==> config.mk <==
export PLATFORM = sky130hd
export DESIGN_NAME = ysyx_24100006_mem_arbiter
export DESIGN_NICKNAME = d
export VERILOG_FILES = /design/src/rtl/ysyx_24100006_arb_pkg.sv /design/src/rtl/ysyx_24100006_arb_pick.sv /design/src/rtl/ysyx_24100006_mem_arbiter.sv
export SDC_FILE = /design/constraint.sdc
export NUM_CORES = 1
export LEC_CHECK = 0
export ABC_AREA = 1
export BUFFER_PORTS_ARGS = -buffer_cell sky130_fd_sc_hd__buf_2
export CAP_MARGIN = 20
export CELL_PAD_IN_SITES_DETAIL_PLACEMENT = 0
export CELL_PAD_IN_SITES_GLOBAL_PLACEMENT = 2
export CORE_UTILIZATION = 20
export DETAILED_ROUTE_END_ITERATION = 10
export PLACE_DENSITY_LB_ADDON = 0.1
export SYNTH_ARGS = -nofsm -noshare
export SYNTH_HDL_FRONTEND = slang
export SYNTH_SLANG_ARGS = --single-unit
==> constraint.sdc <==
create_clock -name clock -period 2.2 [get_ports clock]
set_input_delay 0.44 -clock clock [delete_from_list [all_inputs] [get_ports clock]]
set_output_delay 0.44 -clock clock [all_outputs]
set_load 0.05 [all_outputs]
==> src/rtl/ysyx_24100006_arb_pkg.sv <==
// ysyx_24100006_arb_pkg: shared state/owner enums and default widths for the memory arbiter
package ysyx_24100006_arb_pkg;
  localparam int DEF_ADDR_W = 32;
  localparam int DEF_DATA_W = 32;
  typedef enum logic [1:0] {IDLE, ISSUE, WAIT} state_e;
  typedef enum logic {OWN_IFU, OWN_LSU} owner_e;
endpackage

==> src/rtl/ysyx_24100006_arb_pick.sv <==
// ysyx_24100006_arb_pick: LSU-priority pick with bounded LSU streak
//   ifu_valid_i/lsu_valid_i: requester valids; streak_i: current LSU streak
//   grant_o: one-hot {lsu, ifu}; streak_o: streak value to store if a grant is taken
module ysyx_24100006_arb_pick #(
  parameter int MAX_LSU_STREAK = 4
) (
  input  logic       ifu_valid_i,
  input  logic       lsu_valid_i,
  input  logic [3:0] streak_i,
  output logic [1:0] grant_o,
  output logic [3:0] streak_o
);
  localparam logic [3:0] MAX = 4'(MAX_LSU_STREAK);
  logic at_max, ifu_win, lsu_win;
  assign at_max  = streak_i == MAX;
  assign ifu_win = ifu_valid_i && (at_max || !lsu_valid_i);
  assign lsu_win = lsu_valid_i && !ifu_win;
  assign grant_o = {lsu_win, ifu_win};
  // the streak only counts LSU grants that made a waiting IFU lose
  assign streak_o = ifu_win ? 4'd0 : !lsu_win ? streak_i : !ifu_valid_i ? 4'd0 :
                    at_max ? streak_i : streak_i + 4'd1;
endmodule

==> src/rtl/ysyx_24100006_mem_arbiter.sv <==
// ysyx_24100006_mem_arbiter: shares one memory port between IFU and LSU, one transaction at a time
//   ifu_req_*/ifu_resp_*: fetch read channel; lsu_req_*/lsu_resp_*: load/store channel
//   mem_req_*/mem_resp_*: registered memory request, combinational response routing; busy: not IDLE
module ysyx_24100006_mem_arbiter
  import ysyx_24100006_arb_pkg::*;
#(
  parameter int ADDR_W         = DEF_ADDR_W,
  parameter int DATA_W         = DEF_DATA_W,
  parameter int MAX_LSU_STREAK = 4
) (
  input  logic                clock,
  input  logic                reset,
  input  logic                ifu_req_valid,
  output logic                ifu_req_ready,
  input  logic [ADDR_W-1:0]   ifu_req_addr,
  output logic                ifu_resp_valid,
  output logic [DATA_W-1:0]   ifu_resp_data,
  input  logic                lsu_req_valid,
  output logic                lsu_req_ready,
  input  logic [ADDR_W-1:0]   lsu_req_addr,
  input  logic                lsu_req_wen,
  input  logic [DATA_W-1:0]   lsu_req_wdata,
  input  logic [DATA_W/8-1:0] lsu_req_wmask,
  output logic                lsu_resp_valid,
  output logic [DATA_W-1:0]   lsu_resp_data,
  output logic                mem_req_valid,
  input  logic                mem_req_ready,
  output logic [ADDR_W-1:0]   mem_req_addr,
  output logic                mem_req_wen,
  output logic [DATA_W-1:0]   mem_req_wdata,
  output logic [DATA_W/8-1:0] mem_req_wmask,
  input  logic                mem_resp_valid,
  input  logic [DATA_W-1:0]   mem_resp_data,
  output logic                busy
);
  state_e              state_q;
  owner_e              owner_q;
  logic [3:0]          streak_q, streak_d;
  logic [1:0]          grant;
  logic [ADDR_W-1:0]   addr_q;
  logic                wen_q;
  logic [DATA_W-1:0]   wdata_q;
  logic [DATA_W/8-1:0] wmask_q;
  logic                idle, ifu_own, lsu_own;

  ysyx_24100006_arb_pick #(.MAX_LSU_STREAK(MAX_LSU_STREAK)) u_pick (
    .ifu_valid_i(ifu_req_valid),
    .lsu_valid_i(lsu_req_valid),
    .streak_i   (streak_q),
    .grant_o    (grant),
    .streak_o   (streak_d)
  );

  always_ff @(posedge clock) begin
    if (reset) begin
      state_q  <= IDLE;
      owner_q  <= OWN_IFU;
      streak_q <= '0;
      addr_q   <= '0;
      wen_q    <= 1'b0;
      wdata_q  <= '0;
      wmask_q  <= '0;
    end else begin
      case (state_q)
        IDLE: if (|grant) begin
          state_q  <= ISSUE;
          owner_q  <= grant[1] ? OWN_LSU : OWN_IFU;
          streak_q <= streak_d;
          addr_q   <= grant[1] ? lsu_req_addr : ifu_req_addr;
          wen_q    <= grant[1] && lsu_req_wen;
          wdata_q  <= grant[1] ? lsu_req_wdata : '0;
          wmask_q  <= grant[1] ? lsu_req_wmask : '0;
        end
        ISSUE: if (mem_req_ready) state_q <= WAIT;
        WAIT: if (mem_resp_valid) state_q <= IDLE;
        default: state_q <= IDLE;
      endcase
    end
  end

  assign idle           = state_q == IDLE;
  assign ifu_own        = state_q == WAIT && owner_q == OWN_IFU;
  assign lsu_own        = state_q == WAIT && owner_q == OWN_LSU;
  assign ifu_req_ready  = idle && grant[0];
  assign lsu_req_ready  = idle && grant[1];
  assign ifu_resp_valid = ifu_own && mem_resp_valid;
  assign lsu_resp_valid = lsu_own && mem_resp_valid;
  assign ifu_resp_data  = ifu_own ? mem_resp_data : '0;
  assign lsu_resp_data  = lsu_own ? mem_resp_data : '0;
  assign mem_req_valid  = state_q == ISSUE;
  assign mem_req_addr   = addr_q;
  assign mem_req_wen    = wen_q;
  assign mem_req_wdata  = wdata_q;
  assign mem_req_wmask  = wmask_q;
  assign busy           = !idle;
endmodule

======== Word-level counts from Yosys, hierarchy flattened ========
Cells that the tools add are included.
word-level totals
  bits in registers ....................... 76
  input port bits ......................... 139
  output and inout port bits .............. 139
  logic and storage cells ................. 49
operators by class
  reductions and logical operators ........ 19
  muxes and demuxes ....................... 14
  eq/ne operators ......................... 7
  bitwise gates (word level) .............. 1
  add/sub/neg operators ................... 1
operator list
  cell                                                                     number
  32-bit 2-to-1 mux                                                        4
  4-bit 2-to-1 mux                                                         5
  1-bit logical AND                                                        9
  2-bit 2-to-1 mux                                                         3
  2-bit case mux with 3 select lines                                       1
  4-bit by 1-bit adder with 4-bit output, second input constant            1
  4-bit by 3-bit equality test with 1-bit output, second input constant    1
  2-bit by 1-bit inequality test with 1-bit output, second input constant  2
  4-bit AND reduction                                                      1
  1-bit logical NOT                                                        3
  3-bit inequality test, second input constant                             1
  3-bit AND reduction                                                      1
  2-bit by 1-bit equality test with 1-bit output, second input constant    1
  2-bit equality test, second input constant                               1
  2-bit logical NOT                                                        1
  2-bit inequality test, second input constant                             1
  2-bit AND reduction                                                      1
  2-bit nonzero test                                                       1
  2-bit OR reduction                                                       1
  1-bit logical OR                                                         1
  1-bit 2-to-1 mux                                                         1
  1-bit inverter                                                           1

======== Longest topological paths before layout ========
Gate-level depths: netlist of run 1.
  word-level depth ........................ 8
  mapped depth ............................ 10
  gate-level depth less buffers ........... 9

======== Cells and area by module ========
From an unflattened synthesis of run 1, not the netlist that was laid out.
unflattened totals
  cells, all modules ...................... 651
  area total of the unflattened synthesis .. 3900.0 um2
modules (own cells, without submodules)
  module                     cells each  instances  sequential area each (um2)  area an instance (um2)
  ysyx_24100006_mem_arbiter  616         1          1521.5                      3719.8
  ysyx_24100006_arb_pick     35          1          0.0                         180.2

======== Worst setup path after synthesis of run 1 ========
OpenSTA, ideal clock, no wires.
  kind .................................... register to output
  start point ............................. reg streak_q[0]
  end point ............................... out ifu_req_ready
  cell stages (with the launch flop) ...... 7
  setup slack ............................. -102 ps
  path buffers ............................ 0
  arrival ................................. 1862 ps
  required time ........................... 1760 ps
  cells stage by stage .................... dfxtp_1 inv_1 ha_1 nand3_1 nand2_2 inv_1 nor3_1
between the ends
  cells in the longest elaborated chain, start to end .. 4
RTL lines
  item                                            RTL line                         source
  start, declared                                 ysyx_24100006_mem_arbiter.sv:38  logic [3:0] streak_q, streak_d;
  start signal, assigned                          ysyx_24100006_mem_arbiter.sv:68  streak_q <= streak_d;
  4-bit by 3-bit equality test with 1-bit output  ysyx_24100006_arb_pick.sv:15     assign at_max = streak_i == MAX;
  1-bit logical OR                                ysyx_24100006_arb_pick.sv:16     assign ifu_win = ifu_valid_i && (at_max || !lsu_valid_i);
  1-bit logical AND                               ysyx_24100006_arb_pick.sv:16
  1-bit logical AND                               ysyx_24100006_mem_arbiter.sv:84  assign ifu_req_ready = idle && grant[0];
  end, declared                                   ysyx_24100006_mem_arbiter.sv:14  output logic ifu_req_ready,
No other way between the ends.

======== Worst setup path in the final report of run 1 ========
  start point ............................. reg streak_q[0]
  end point ............................... out lsu_req_ready
between the ends
  cells in the longest elaborated chain, start to end .. 6
RTL lines
  item                                            RTL line                         source
  4-bit by 3-bit equality test with 1-bit output  ysyx_24100006_arb_pick.sv:15
  1-bit logical OR                                ysyx_24100006_arb_pick.sv:16
  1-bit logical AND                               ysyx_24100006_arb_pick.sv:16
  1-bit logical NOT                               ysyx_24100006_arb_pick.sv:17     assign lsu_win = lsu_valid_i && !ifu_win;
  1-bit logical AND                               ysyx_24100006_arb_pick.sv:17
  1-bit logical AND                               ysyx_24100006_mem_arbiter.sv:85  assign lsu_req_ready = idle && grant[1];
  end, declared                                   ysyx_24100006_mem_arbiter.sv:19  output logic lsu_req_ready,
No other way between the ends.

==> results.py, run 1 <==
metrics = {
    "clocking": {
        "cts_resized": 0,
        "clk_pin_slew_ns": 0.06,
        "post-cts-setup-buffers": 0,
        "tritoncts": "yes",
        "cts_buffers": 9,
        "cts_root_buf": "clkbuf_16",
        "insertion_delay_ns": 0.34,
        "cts_htree_levels": 3,
        "postCtsHoldBufs": 0,
        "clock-sinks": 76,
        "clock_path_buffers": 2,
    },
    "worst_setup_path": {
        "cp_slowest_cell": "dfxtp_1",
        "start_kind": "flop",
        "end_kind": "primary output",
        "worstSetupPathType": "flop to primary output",
        "required_ns": 1.76,
        "worstPathArrival_ns": 1.63,
        "slowest_delay_ns": 0.39,
        "crit_path_cell_trace": "inv_1, ha_1, nand3_1, nand2_2, nand2_2, nand2_1, inv_1, clkbuf_4",
        "crit_fanout": 5,
    },
    "final_layout": {
        "nFillCells": 2099,
        "stdcell_area_um2": 5710,
        "syn2layout_area_growth_pct": 49.8,
        "fin_nets": 1000,
        "layout.cells.non_filler": 1099,
        "drive_above_1_share_pct": 36.1,
    },
    "floorplanning": {
        "die_w_um": 140,
        "rows": 50,
        "fp.coreArea_um2": 18700,
        "start_util_pct": 20.4,
        "die_h_um": 140,
        "design.die.area_um2": 19600,
        "io_pins": 278,
    },
    "timing": {
        "timing.fmax_mhz": 484,
        "maxSlewViolCount": 0,
        "finalCritPeriodShare_pct": 93.9,
        "tightestPinTransition_ns": 0.759,
        "timing.setup.tns_ns": 0,
        "worst_slack_ns": 0.135,
        "final.setup_skew_ns": 0.00765,
        "period_minus_slack_ns": 2.07,
        "hold_viol": 0,
        "setup_viol": 0,
        "slew_headroom_pct": 49.4,
        "rsz0062_at_grt": "false",
    },
    "logic_synthesis": {
        "ys_seq_elements": 76,
        "synth_area_per_cell_um2": 6.33,
        "synth_top_family_by_area": "simple AND/OR/NAND/NOR gates",
        "yosys_warnings": 0,
        "synth_xor_area_share_pct": 0.230,
        "yosysSeqAreaShare_pct": 39.9,
        "yosys.area_share.simple_pct": 39.9,
        "syn-cell-area_um2": 3810,
        "synth_compound_area_share_pct": 5.84,
        "yosysUniqueCellTypes": 21,
        "yosysTopAreaCell": "dfxtp_1",
        "muxShareOfSynthArea_pct": 0,
        "synth_fa_ha_area_share_pct": 0.656,
        "syn_nets": 743,
        "synth_top_area_share_pct": 39.9,
        "ys_top_cells_by_area": "dfxtp_1 (40%), nand3_1 (14%), nor2_1 (13%), nand2_1 (11%), inv_1 (7.1%)",
        "netlist_instances": 602,
    },
    "global_route": {
        "grt_use_met1_pct": 15.4,
        "grt-busiest-layer": "met2",
        "first_global_vias": 4366,
        "use_met2_pct": 26.8,
        "antenna_found_initial": 2,
        "gr-total-overflow": 0,
        "grt_pass1_wl_mm": 22.3,
        "track_usage_pct": 14.7,
        "grt_util_met3_pct": 5.09,
        "grt_start_max_net_pins": 77,
    },
    "route": {
        "drtPass1Iterations": 4,
        "drt_iter0_drc": 113,
        "vias_per_cell": 4.19,
        "ant_nets": 0,
        "dr_total_vias": 4603,
        "drt-total-wl_mm": 14.5,
        "drcViolationCount": 0,
        "wl_per_cell_um": 13.2,
    },
    "place": {
        "dpl.cell_count": 1082,
        "port_buffers": 277,
        "place.gp.congestion": 0.725,
        "place_area_um2": 5390,
        "pre_cts_ws_ns": 0.256,
        "place.detailed.hpwl_mm": 10.2,
    },
    "power_and_ir_drop": {
        "p_leak_nw": 3.34,
        "powerDensity_nw_per_um2": 789,
        "vdd_drop_max_v": 0.000335,
    },
    "run_status": {
        "status": "completed",
    },
    "run": {
        "cap_violations": 0,
    },
    "worst_hold_path": {
        "hp-class": "input port to flop",
    },
}
-- synth_stat cells --
cell type,instances
buf_4,3
a21oi_1,43
buf_2,20
ha_1,2
inv_1,72
nand3b_1,1
buf_1,1
dfxtp_1,76
nor3_1,1
nor2_1,135
xor2_1,1
nor2_4,1
clkbuf_1,13
nand2_2,2
nand2_1,112
nand4_1,1
buf_6,5
o21bai_1,1
nand2_4,1
nand3_1,108
inv_2,3
-- worst max-delay path, delay by kind of cell (launching register included) --
family | cells | cell delay [ns]
simple gates | 4 | 0.33
flops | 1 | 0.39
buf+inv | 3 | 0.38
fa+ha+maj | 1 | 0.19
-- cells in the final DEF, fill, tap and decap left out, drive strengths merged --
cell type    n
nand2      115
nand3      108
dfxtp       76
a21oi       43
xor2         1
clkbuf      10
nand4        1
clkinv       4
inv         75
clkinvlp     1
nand3b       1
ha           2
buf        287
bufinv       2
nor3         1
diode        1
nor2       136
o21bai       1
-- routing by layer --
layer | part of all wire (%) | vias up
li1 | - | 2377
met1 | 40 | 2022
met2 | 49 | 182
met3 | 9.1 | 20
met4 | 1.8 | 2
met5 | 0.083 | -
-- path summary, 6_finish.rpt --
kind | from | endpoint | slack (ns) | depth (start not counted)
setup / recovery | streak_q[0] | lsu_req_ready | 0.13 | 8
hold / removal | lsu_req_wdata[11] | mem_req_wdata[11] | 0.36 | 3
setup reg to reg | streak_q[0] | mem_req_wdata[31] | 0.29 | 8
hold reg to reg | mem_req_wdata[4] | mem_req_wdata[4] | 0.46 | 2
-- area by class of cell --
| cell class | count | area [µm²] | area share, % |
|---|---|---|---|
| clock buffer | 9 | 225 | 3.94 |
| tap | 234 | 293 | 5.13 |
| timing repair buffer | 288 | 1510 | 26.5 |
| sequential | 76 | 1520 | 26.6 |
| clock inverter | 7 | 91.3 | 1.60 |
| antenna | 1 | 2.50 | 0.0438 |
| inverter | 75 | 282 | 4.93 |
| multi-input combinational | 409 | 1780 | 31.2 |
-- cell families (layout without fill, tap and decap cells) --
kind of cell               count (synthesis)  in the layout
and+or+nand+nor                          362            362
buffers and inverters                    117            379
DFF                                       76             76
AOI/OAI and AO/OA                         44             44
adders and majority gates                  2              2
xor gates and xnor gates                   1              1
other                                      0              1
-- registers in the layout, summed over array words and instances, names as in the netlist --
signal / count
mem_req_addr: 32
state_q: 2
mem_req_wmask: 4
mem_req_wdata: 32
owner_q: 1
streak_q: 4
mem_req_wen: 1
-- through the flow --
stage               total power, mW  util, %  hold WS (ns)
floorplan                      2.56        -         0.453
global placement               2.94     28.8         0.450
detailed placement             2.95     28.8         0.452
CTS                            4.60     30.5         0.339
global route                   4.76     30.5         0.353
finish                         4.50     30.5         0.357
-- power by group --
group	internal (mW)	total (mW)	switching, mW
Sequential	1.50	1.56	0.0611
Clock	0.989	1.61	0.618
Combinational	0.364	1.33	0.970
Total	2.85	4.50	1.65
No activity file was read; power rests on OpenSTA's default activity.
==> inputs of run 2 (changes only) <==
--- a/config.mk
+++ b/config.mk
@@ -10,9 +10,10 @@
 export CAP_MARGIN = 20
 export CELL_PAD_IN_SITES_DETAIL_PLACEMENT = 0
 export CELL_PAD_IN_SITES_GLOBAL_PLACEMENT = 2
-export CORE_UTILIZATION = 20
+export CORE_UTILIZATION = 17
 export DETAILED_ROUTE_END_ITERATION = 10
 export PLACE_DENSITY_LB_ADDON = 0.1
+export REMOVE_ABC_BUFFERS = 1
 export SYNTH_ARGS = -nofsm -noshare
 export SYNTH_HDL_FRONTEND = slang
 export SYNTH_SLANG_ARGS = --single-unit
==> constraint.sdc (replaced) <==
create_clock -name clock -period 1.7 [get_ports clock]
set_input_delay 0.34 -clock clock [delete_from_list [all_inputs] [get_ports clock]]
set_output_delay 0.34 -clock clock [all_outputs]
set_load 0.05 [all_outputs]
==> run 2 against run 1 <==
Wire length increased by 10%. Clock skew increased by 0.0018 ns. Largest cell class is now buffers. The flow now finishes with violations (setup timing). Via count increased by 2.5%. Clock power increased by 13%. Final area increased by 18%. Flip-flop and latch count unchanged. Power increased by 29%. First-iteration DRC count increased by 4.4%.
==> results.py, run 2 (synthesis gave the netlist of run 1 again) <==
metrics = {
    "place": {
        "port_buffers": 277,
        "place.gp.congestion": 0.740,
        "place.detailed.hpwl_mm": 11.0,
        "pre_cts_ws_ns": 0.0890,
    },
    "final_layout": {
        "layout_common_cells": "buf_2 (209), nand2_1 (111), nand3_1 (104)",
        "drive_above_1_share_pct": 46.3,
        "final_util_pct": 30.8,
        "final_common_cell": "buf_2",
        "syn2layout_area_growth_pct": 77.1,
        "fin_nets": 1026,
    },
    "floorplanning": {
        "rows": 54,
        "die_w_um": 152,
        "fp.coreArea_um2": 21900,
        "io_pins": 278,
        "start_util_pct": 17.4,
        "design.die.area_um2": 23000,
        "die_h_um": 152,
    },
    "timing": {
        "rsz0062_at_grt": "true",
        "finalCritPeriodShare_pct": 104,
        "worst_slack_ns": -0.0685,
        "setup_viol": 39,
        "timing.setup.tns_ns": -1.37,
        "maxSlewViolCount": 0,
        "hold_viol": 0,
        "final.setup_skew_ns": 0.00950,
        "timing.fmax_mhz": 565,
        "slew_headroom_pct": 74.8,
        "period_minus_slack_ns": 1.77,
        "tightestPinTransition_ns": 0.378,
    },
    "worst_setup_path": {
        "crit_path_cell_trace": "nand3b_1, buf_6, buf_12, nor2_2, buf_6",
        "end_kind": "primary output",
        "required_ns": 1.36,
        "cp_slowest_cell": "dfxtp_2",
        "worstPathArrival_ns": 1.43,
        "ff2ff_setup_slack_ns": 0.06,
        "worstSetupPathType": "flop to primary output",
        "critPathLaunch": "owner_q",
        "start_kind": "flop",
        "r2r-start": "streak_q[0]",
        "path_buf_inv": 3,
        "rr_worst_depth": 12,
        "crit_top_cell": "buf_6",
        "slowest_delay_ns": 0.32,
        "crit_fanout": 17,
        "r2r-end": "streak_q[0]",
        "path_delay_family": "buffers and inverters",
    },
    "clocking": {
        "postCtsHoldBufs": 0,
        "insertion_delay_ns": 0.34,
        "clock-sinks": 76,
        "cts_htree_levels": 3,
        "tritoncts": "yes",
        "cts_buffers": 9,
        "clock_path_buffers": 2,
        "cts_root_buf": "clkbuf_16",
        "clk_pin_slew_ns": 0.06,
    },
    "global_route": {
        "grt_pass1_wl_mm": 23.0,
        "antenna_found_initial": 1,
        "track_usage_pct": 13.1,
        "grt_start_max_net_pins": 77,
        "gr-total-overflow": 0,
        "first_global_vias": 4495,
    },
    "worst_hold_path": {
        "hp-start": "mem_req_ready",
        "hold_end": "state_q[1]",
        "hold_depth": 3,
        "hp-class": "input port to flop",
    },
    "power_and_ir_drop": {
        "p_total_mw": 5.81,
        "vdd_drop_max_v": 0.000418,
        "powerDensity_nw_per_um2": 861,
        "p_leak_nw": 3.54,
    },
    "route": {
        "wl_per_cell_um": 13.6,
        "ant_nets": 0,
        "drt_iter0_drc": 118,
        "vias_per_cell": 4.03,
        "drtPass1Iterations": 4,
        "drt-total-wl_mm": 15.9,
        "dr_total_vias": 4720,
        "drcViolationCount": 0,
    },
    "run_status": {
        "status": "complete, but fails checks",
        "violations": "setup timing",
    },
    "run": {
        "cap_violations": 0,
    },
}
[run 2: layout make-up]
cell class	instances	area (µm²)
Fill cell	2438	15100
Timing Repair Buffer	314	2260
Multi-Input combinational cell	409	2050
Sequential cell	76	1530
Tap cell	280	350
Inverter	75	282
Clock buffer	9	225
Clock inverter	7	57.6
Antenna cell	1	2.50
[run 2: worst max path at each step]
stage / slack, ns / cells past startpoint / to
after global routing: -0.16 / 6 / ifu_resp_data[10]
after global placement: 0.11 / 8 / lsu_req_ready
after detailed placement: 0.09 / 8 / lsu_req_ready
after floorplan: -0.98 / 6 / streak_q[2]
after CTS: -0.1 / 7 / ifu_req_ready
final: -0.07 / 5 / ifu_resp_data[10]
[run 2: tightest hold or removal path: cells and delay by family]
| family | cells | cell delay, ns |
|---|---|---|
| and+or+nand+nor | 1 | 0.05 |
| AOI/OAI and AO/OA | 1 | 0.05 |
| buffers and inverters | 1 | 0.10 |
[run 2: timing repair]
item                       in CTS  in global routing
setup endpoints to repair      68                 75
resized for setup             147                 92
pin swaps                       5                  5
gates cloned                    1                  1
buffers inserted               19                  3
[run 2: power breakdown]
part | total (mW) | internal, mW | switching (mW)
clock | 1.82 | 1.01 | 0.811
sequential | 2.02 | 1.94 | 0.0773
combinational | 1.98 | 0.619 | 1.36
[run 2: metal layers]
metal  routed length, µm  track usage [%]
met1                6490             14.9
met2                8030             23.0
met3                1210             4.49
met4                 165             3.61
met5                   0                0
[run 2: stage by stage]
stage / cell area, µm² / hold slack, ns / cells
after detailed placement: 5520 / 0.454 / 1132
after floorplan: 3580 / 0.409 / 560
after CTS: 6390 / 0.239 / 1168
final: 6750 / 0.258 / 1171
after global placement: 5520 / 0.449 / 1132
after global routing: 6750 / 0.248 / 1170
